$ cat config.mk
export PLATFORM = sky130hd
export DESIGN_NAME = jtcop_snd_mailbox_flat
export DESIGN_NICKNAME = d
export VERILOG_FILES = /design/src/rtl/jtcop_snd_mailbox_if.sv /design/src/rtl/jtcop_snd_mailbox.sv /design/src/flat_wrapper.sv
export SDC_FILE = /design/constraint.sdc
export NUM_CORES = 1
export LEC_CHECK = 0
export CAP_MARGIN = 20
export CELL_PAD_IN_SITES_DETAIL_PLACEMENT = 0
export CELL_PAD_IN_SITES_GLOBAL_PLACEMENT = 1
export CORE_MARGIN = 4
export CORE_UTILIZATION = 33
export CTS_BUF_LIST = sky130_fd_sc_hd__clkbuf_4
export DETAILED_ROUTE_END_ITERATION = 16
export GPL_ROUTABILITY_DRIVEN = 1
export HOLD_SLACK_MARGIN = 0.15
export PLACE_DENSITY = 0.9
export REMOVE_ABC_BUFFERS = 1
export SLEW_MARGIN = 20
export SYNTH_ARGS = -nofsm -noshare
export SYNTH_HDL_FRONTEND = slang
export SYNTH_SLANG_ARGS = --single-unit
$ cat constraint.sdc
create_clock -name clk -period 2.7 [get_ports clk]
set_input_delay 0.27 -clock clk [delete_from_list [all_inputs] [get_ports clk]]
set_output_delay 0.27 -clock clk [all_outputs]
set_load 0.005 [all_outputs]
$ cat src/rtl/jtcop_snd_mailbox_if.sv
// Purpose: sound-CPU bus bundle between the 6502 core and the sound mailbox glue.
// Latency: none, plain wires.
// Backpressure: rdy stalls the CPU while a ROM fetch is not yet valid.
// Signals: cpu_addr/cpu_rnw/cpu_dout driven by the CPU; cpu_din/rdy/nmin driven by the glue.
interface jtcop_snd_mailbox_if;
  logic [15:0] cpu_addr;
  logic        cpu_rnw;
  logic [7:0]  cpu_dout;
  logic [7:0]  cpu_din;
  logic        rdy;
  logic        nmin;

  modport master (
    output cpu_addr, cpu_rnw, cpu_dout,
    input  cpu_din, rdy, nmin
  );

  modport slave (
    input  cpu_addr, cpu_rnw, cpu_dout,
    output cpu_din, rdy, nmin
  );
endinterface

$ cat src/rtl/jtcop_snd_mailbox.sv
// Purpose: 6502 sound-board bus glue: address decode, read mux, command FIFO, NMI sequencer, ROM bank.
// Latency: selects/ROM/RAM/FIFO data combinational; opn/opl/oki data 1 clk after select; push 1 clk.
// Backpressure: rdy = ~rom_cs | rom_ok; pushes into a full FIFO are dropped and flag overflow.
// Ports: clk/rst (sync, active high), cen; snreq/latch command input; cpu (bus interface, slave);
//   rom/ram/opn/opl/oki selects and read data, rom_ok; snd_bank; fifo_level; overflow;
//   reply/reply_valid/reply_ack sound-to-main reply path.
// Build option: define JTCOP_SND_REPLY_EN to enable the reply register written at 3000-37FF.
module jtcop_snd_mailbox #(
  parameter int DEPTH  = 4,
  parameter int BANKS  = 0,
  parameter int BANKW  = 1,
  parameter int NMIGAP = 4
) (
  input  logic                     clk,
  input  logic                     rst,
  input  logic                     cen,
  input  logic                     snreq,
  input  logic [7:0]               latch,
  jtcop_snd_mailbox_if.slave       cpu,
  output logic                     rom_cs,
  output logic                     ram_cs,
  output logic                     opn_cs,
  output logic                     opl_cs,
  output logic                     oki_cs,
  input  logic [7:0]               rom_data,
  input  logic [7:0]               ram_dout,
  input  logic [7:0]               opn_dout,
  input  logic [7:0]               opl_dout,
  input  logic [7:0]               oki_dout,
  input  logic                     rom_ok,
  output logic [BANKW-1:0]         snd_bank,
  output logic [$clog2(DEPTH):0]   fifo_level,
  output logic                     overflow,
  output logic [7:0]               reply,
  output logic                     reply_valid,
  input  logic                     reply_ack
);

  localparam int AW = $clog2(DEPTH);
  localparam int LW = AW + 1;
  localparam int GW = (NMIGAP > 2) ? $clog2(NMIGAP) : 1;

  // ---------------- address decode ----------------
  logic mbox_cs, cmd_rd, cmd_wr;

  always_comb begin
    ram_cs  = 1'b0;
    opn_cs  = 1'b0;
    opl_cs  = 1'b0;
    oki_cs  = 1'b0;
    mbox_cs = 1'b0;
    rom_cs  = |cpu.cpu_addr[15:14];
    if (!rom_cs) begin
      case (cpu.cpu_addr[13:11])
        3'd0:    ram_cs  = 1'b1;
        3'd1:    opn_cs  = 1'b1;
        3'd2:    opl_cs  = 1'b1;
        3'd6:    mbox_cs = 1'b1;
        3'd7:    oki_cs  = 1'b1;
        default: ;
      endcase
    end
  end

  assign cmd_rd  = mbox_cs &  cpu.cpu_rnw;
  assign cmd_wr  = mbox_cs & ~cpu.cpu_rnw;
  assign cpu.rdy = ~rom_cs | rom_ok;

  // ---------------- command FIFO ----------------
  // Pointers carry one extra bit so full and empty are told apart by their difference.
  logic [7:0]    mem [DEPTH];
  logic [AW:0]   wr_ptr, rd_ptr;
  logic          snreq_l;
  logic [7:0]    last_pop;
  logic          empty, full, push_req, push, pop;
  logic [7:0]    head, mbox_dat;

  assign fifo_level = wr_ptr - rd_ptr;
  assign empty      = (fifo_level == '0);
  assign full       = (fifo_level == LW'(DEPTH));
  assign push_req   = snreq & ~snreq_l;
  assign pop        = cen & cmd_rd & cpu.rdy & ~empty;
  // A pop in the same clk frees the slot, so a push into a full FIFO is still taken then.
  assign push       = push_req & (~full | pop);
  assign head       = mem[rd_ptr[AW-1:0]];
  // Reading an empty mailbox repeats the byte the CPU last consumed.
  assign mbox_dat   = empty ? last_pop : head;

  always_ff @(posedge clk) begin
    if (rst) begin
      wr_ptr   <= '0;
      rd_ptr   <= '0;
      snreq_l  <= 1'b0;
      overflow <= 1'b0;
      last_pop <= 8'hFF;
    end else begin
      snreq_l <= snreq;
      if (push) begin
        mem[wr_ptr[AW-1:0]] <= latch;
        wr_ptr              <= wr_ptr + 1'b1;
      end
      if (pop) begin
        rd_ptr   <= rd_ptr + 1'b1;
        last_pop <= head;
      end
      if (push_req && full && !pop) overflow <= 1'b1;
    end
  end

  // ---------------- read data mux ----------------
  logic [7:0] dev_q;

  always_ff @(posedge clk) begin
    if (rst)         dev_q <= 8'hFF;
    else if (opn_cs) dev_q <= opn_dout;
    else if (opl_cs) dev_q <= opl_dout;
    else if (oki_cs) dev_q <= oki_dout;
    else             dev_q <= 8'hFF;
  end

  always_comb begin
    cpu.cpu_din = 8'hFF;
    if (rom_cs)                        cpu.cpu_din = rom_data;
    else if (ram_cs)                   cpu.cpu_din = ram_dout;
    else if (cmd_rd)                   cpu.cpu_din = mbox_dat;
    else if (opn_cs | opl_cs | oki_cs) cpu.cpu_din = dev_q;
  end

  // ---------------- NMI sequencer ----------------
  // One low NMI period per queued byte, with at least NMIGAP cen high in between
  // so the 6502 sees a fresh falling edge for each command.
  typedef enum logic [1:0] {ST_IDLE, ST_PEND, ST_GAP} nmi_state_t;

  nmi_state_t    st, st_nxt;
  logic [GW-1:0] gap_cnt, gap_nxt;
  logic          nmin_c;

  always_ff @(posedge clk) begin
    if (rst) begin
      st      <= ST_IDLE;
      gap_cnt <= '0;
    end else if (cen) begin
      st      <= st_nxt;
      gap_cnt <= gap_nxt;
    end
  end

  always_comb begin
    st_nxt  = st;
    gap_nxt = gap_cnt;
    nmin_c  = 1'b1;
    case (st)
      ST_IDLE: if (!empty) st_nxt = ST_PEND;
      ST_PEND: begin
        nmin_c = 1'b0;
        if (pop) begin
          st_nxt  = ST_GAP;
          gap_nxt = GW'(NMIGAP - 1);
        end
      end
      ST_GAP: begin
        if (gap_cnt == '0) st_nxt = empty ? ST_IDLE : ST_PEND;
        else               gap_nxt = gap_cnt - GW'(1);
      end
      default: st_nxt = ST_IDLE;
    endcase
  end

  assign cpu.nmin = nmin_c;

  // ---------------- ROM bank register ----------------
  generate
    if (BANKS == 1) begin : g_bank
      always_ff @(posedge clk) begin
        if (rst)
          snd_bank <= '0;
        else if (cen && cpu.cpu_addr[15] && !cpu.cpu_rnw)
          snd_bank <= cpu.cpu_dout[BANKW-1:0];
      end
    end else begin : g_nobank
      assign snd_bank = '0;
    end
  endgenerate

  // ---------------- sound-to-main reply ----------------
`ifdef JTCOP_SND_REPLY_EN
  // A write in the same clk as an ack wins: the new byte is still pending.
  always_ff @(posedge clk) begin
    if (rst) begin
      reply       <= 8'hFF;
      reply_valid <= 1'b0;
    end else if (cen && cmd_wr) begin
      reply       <= cpu.cpu_dout;
      reply_valid <= 1'b1;
    end else if (reply_ack) begin
      reply_valid <= 1'b0;
    end
  end
`else
  assign reply       = 8'hFF;
  assign reply_valid = 1'b0;
`endif

  // Address bits below the decode granule and option-dependent inputs are not needed everywhere.
  wire unused_ok = &{1'b0, cpu.cpu_addr[10:0], cpu.cpu_dout, reply_ack, cmd_wr};

endmodule

$ cat src/flat_wrapper.sv
// flat-port wrapper written by rule: the top's interface ports become plain ports
module jtcop_snd_mailbox_flat 
#(
  parameter int DEPTH  = 4,
  parameter int BANKS  = 0,
  parameter int BANKW  = 1,
  parameter int NMIGAP = 4
)
  (clk, rst, cen, snreq, latch, rom_cs, ram_cs, opn_cs, opl_cs, oki_cs, rom_data, ram_dout, opn_dout, opl_dout, oki_dout, rom_ok, snd_bank, fifo_level, overflow, reply, reply_valid, reply_ack, cpu_cpu_addr, cpu_cpu_rnw, cpu_cpu_dout, cpu_cpu_din, cpu_rdy, cpu_nmin);
  jtcop_snd_mailbox_if cpu_i ();
  input  logic clk;
  input  logic rst;
  input  logic cen;
  input  logic snreq;
  input  logic [7:0] latch;
  output logic rom_cs;
  output logic ram_cs;
  output logic opn_cs;
  output logic opl_cs;
  output logic oki_cs;
  input  logic [7:0] rom_data;
  input  logic [7:0] ram_dout;
  input  logic [7:0] opn_dout;
  input  logic [7:0] opl_dout;
  input  logic [7:0] oki_dout;
  input  logic rom_ok;
  output logic [BANKW-1:0] snd_bank;
  output logic [$clog2(DEPTH):0] fifo_level;
  output logic overflow;
  output logic [7:0] reply;
  output logic reply_valid;
  input  logic reply_ack;
  input wire logic [$bits(cpu_i.cpu_addr)-1:0] cpu_cpu_addr;
  input wire logic [$bits(cpu_i.cpu_rnw)-1:0] cpu_cpu_rnw;
  input wire logic [$bits(cpu_i.cpu_dout)-1:0] cpu_cpu_dout;
  output wire logic [$bits(cpu_i.cpu_din)-1:0] cpu_cpu_din;
  output wire logic [$bits(cpu_i.rdy)-1:0] cpu_rdy;
  output wire logic [$bits(cpu_i.nmin)-1:0] cpu_nmin;
  assign cpu_i.cpu_addr = cpu_cpu_addr;
  assign cpu_i.cpu_rnw = cpu_cpu_rnw;
  assign cpu_i.cpu_dout = cpu_cpu_dout;
  assign cpu_cpu_din = cpu_i.cpu_din;
  assign cpu_rdy = cpu_i.rdy;
  assign cpu_nmin = cpu_i.nmin;
  jtcop_snd_mailbox #(.DEPTH(DEPTH), .BANKS(BANKS), .BANKW(BANKW), .NMIGAP(NMIGAP)) u_core (.clk(clk), .rst(rst), .cen(cen), .snreq(snreq), .latch(latch), .cpu(cpu_i), .rom_cs(rom_cs), .ram_cs(ram_cs), .opn_cs(opn_cs), .opl_cs(opl_cs), .oki_cs(oki_cs), .rom_data(rom_data), .ram_dout(ram_dout), .opn_dout(opn_dout), .opl_dout(opl_dout), .oki_dout(oki_dout), .rom_ok(rom_ok), .snd_bank(snd_bank), .fifo_level(fifo_level), .overflow(overflow), .reply(reply), .reply_valid(reply_valid), .reply_ack(reply_ack));
endmodule
==> results.cfg <==
[grt]
grt_pass1_wl_mm = 12.29
grt_use_met2_pct = 24.21
met3_usage_pct = 4.797
grt_usage_pct = 13.87
grt_use_met1_pct = 16.05
grt_pass1_vias = 2557
grt_max_degree = 20
grt_antenna_before_repair = 0
grt_overflow = 0
grt_busiest_layer = met2

[worst_setup_path]
crit_chain = ha_4, fa_2, nand2_4, nor2_4, buf_12, mux2i_2, a22oi_1, buf_2
crit_type = reg -> out
crit_family = adder cells
cp_max_fo = 8
crit_path_end_kind = output pin
worst_path_max_delay_cell = fa_2
cp-start-kind = register
arrival_ns = 2.38
worstPathRequired_ns = 2.43
path_buf_inv = 2
crit_path_max_incr_delay_ns = 0.57

[power_and_ir_drop]
p_leak_nw = 1.578
ir_worst_vdd_mv = 0.3094
power.internal_mw = 1.532
swShare_pct = 25.76
p_comb_share_pct = 20.1
p_clk_share_pct = 30.2
power.density_nw_per_um2 = 467.0
power_frac_seq_pct = 49.7
p_sw_uw = 531.8

[floorplan]
dieWidth_um = 106.5
die_area_um2 = 11350
die_h_um = 106.5
ios = 108
rows = 35
coreArea_um2 = 9328
initial_core_util_pct = 34.35

[logic_synthesis]
synth_edf_count = 32
ys_warn_count = 0
syn_avg_cell_area_um2 = 11.74
async_flop_share_pct = 0
synth_cell_types = 53
syn-cell-area_um2 = 3204
synth_area_leader_cell = edfxtp_1
yosys-top-cells-area = edfxtp_1, dfxtp_1, mux4_2, ha_1, mux2i_1
ys_seq_area_share_pct = 48.73
synth_top_cell_area_share_pct = 29.99
netlist_instances = 273
synth-seq-cells = 62
ys.flop_type = edfxtp_1

[routing]
drtIter0Drc = 68
firstDrtPassIters = 4
viasPerCell = 4.939
wl_mm = 7.925
wire_per_inst_um = 15.66
drcViolationCount = 0
vias = 2499
postRouteAntennaNets = 0

[cts]
cts_tree = built
cts_buffer_depth = 2
numCtsBuffers = 9
path_clk_slew_ns = 0.10
cts_max_level = 3
hold_buffers = 0
cts.sinks = 62
cts_root_buffer = clkbuf_4
clk_latency_ns = 0.39

[finish]
layout_commonest_cell = clkdlybuf4s50_1
most-common-layout-cells = clkdlybuf4s50_1, edfxtp_1, dfxtp_1
final_util_pct = 47.39
drive_gt1_share_pct = 22.55
stdcell_area_um2 = 4420
nFillCells = 861
nets = 463
synthToLayoutAreaGrowth_pct = 37.95
diodes = 0

[placement]
numPortBuffers = 77
place_area_um2 = 4204
hpwl_mm = 5.792
place_congestion = 0.8290
dp_slack_ns = 0.02065

[sta]
slew_violations = 0
post-route-period-util_pct = 97.99
tightest_slew_ns = 0.7366
skew_ns = 0.009039
worst_slack_ns = 0.05422
setup_viol = 0
fmax_mhz = 378.0
rsz0062_at_grt = yes
relSlewSlack_pct = 50.74
hold_viol = 0
setup_tns_ns = 0
fin_crit_ns = 2.646

[run]
cap_violations = 0

[min_path]
hp-class = in -> reg

[run_status]
outcome = finished, final reports clean
## Yosys cell counts (2+ instances only)
| library cell | instances |
|---|---|
| xnor2_1 | 2 |
| o22ai_1 | 8 |
| buf_4 | 11 |
| buf_1 | 5 |
| o21ai_0 | 2 |
| nand2_1 | 16 |
| nand2b_1 | 7 |
| edfxtp_1 | 32 |
| maj3_1 | 5 |
| nor3b_1 | 4 |
| clkbuf_1 | 6 |
| inv_1 | 11 |
| nor2_1 | 15 |
| a311oi_1 | 3 |
| conb_1 | 2 |
| mux4_2 | 8 |
| nor2b_1 | 11 |
| dfxtp_1 | 30 |
| and2_1 | 2 |
| a31oi_1 | 3 |
| mux2i_1 | 11 |
| a22oi_1 | 13 |
| a21oi_1 | 4 |
| nand3_1 | 2 |
| a211o_1 | 8 |
| o221ai_1 | 8 |
| o2bb2ai_1 | 8 |
| ha_1 | 11 |
## power groups by stage
stage	logic, mW	clock network [mW]	registers, mW
after floorplan	0.173	0	1.04
after global placement	0.381	0	1.04
after detailed placement	0.391	0	1.05
after CTS	0.402	0.643	1.03
after global routing	0.451	0.687	1.03
final	0.415	0.623	1.03
## registers in the layout, indices dropped and copies added, names as in the netlist, named ones only
signal           cells
u_core.dev_q         8
u_core.gap_cnt       2
u_core.last_pop      8
u_core.mem          32
u_core.overflow      1
u_core.rd_ptr        3
u_core.snreq_l       1
u_core.st            2
u_core.wr_ptr        3
## repair_timing
action | in CTS | in global routing
pin swaps | 3 | 7
setup buffers | 2 | 1
gates resized for setup | 45 | 8
endpoints found under the hold margin | 0 | 0
setup endpoints to repair | 8 | 40
## cell families (layout without fill, tap and decap cells)
logic type      after synthesis  count (layout)  share of synthesized area (%)
compound gates               67              67                          16.44
simple gates                 66              66                          11.17
flops                        62              62                          48.73
buf+inv                      36             132                          6.247
mux                          20              20                          9.410
fa+ha+maj                    17              17                          6.482
xor+xnor                      3               3                          1.289
other cells                   2              10                         0.2344
## area by class of cell
class                           instances  area (um2)  area share [%]
Sequential cell                        62        1564           35.38
Inverter                               12       45.04           1.019
Multi-Input combinational cell        183        1567           35.44
Tap cell                              129       161.4           3.651
Clock buffer                           10       75.07           1.698
Timing Repair Buffer                  104       945.9           21.40
Clock inverter                          6       62.56           1.415
## stage by stage
stage | hold slack, ns | std cells | power (mW)
4_1_cts | 0.4241 | 505 | 2.070
5_1_grt | 0.4185 | 506 | 2.166
6_report | 0.4522 | 506 | 2.064
3_5_place_dp | 0.4732 | 487 | 1.438
3_3_place_gp | 0.4588 | 487 | 1.426
2_1_floorplan | 0.3391 | 257 | 1.217
## path summary, 6_finish.rpt
path                    start                to  slack (ns)  depth (start not counted)
max reg2reg  u_core.rd_ptr[0]  u_core.mem[1][2]        0.14                          9
max          u_core.rd_ptr[0]    cpu_cpu_din[7]        0.05                          8
min reg2reg   u_core.overflow   u_core.overflow        0.49                          2
min                     snreq    u_core.snreq_l        0.45                          2
## metal layers
metal | vias up | wire length, um
met1 | 1192 | 3348
met5 | - | 0
li1 | 1212 | -
met3 | 6 | 577
met2 | 89 | 3926
met4 | 0 | 72
## worst reg2reg max path, stage by stage, from the launching register on
cell and delay, ns:
dfxtp_1 0.37, ha_4 0.18, fa_2 0.35, xnor3_2 0.25, buf_4 0.15, buf_4 0.15, a311oi_4 0.31, nand2b_1 0.25
nor3b_1 0.08, buf_4 0.22
No activity file was read; power rests on OpenSTA's default activity.
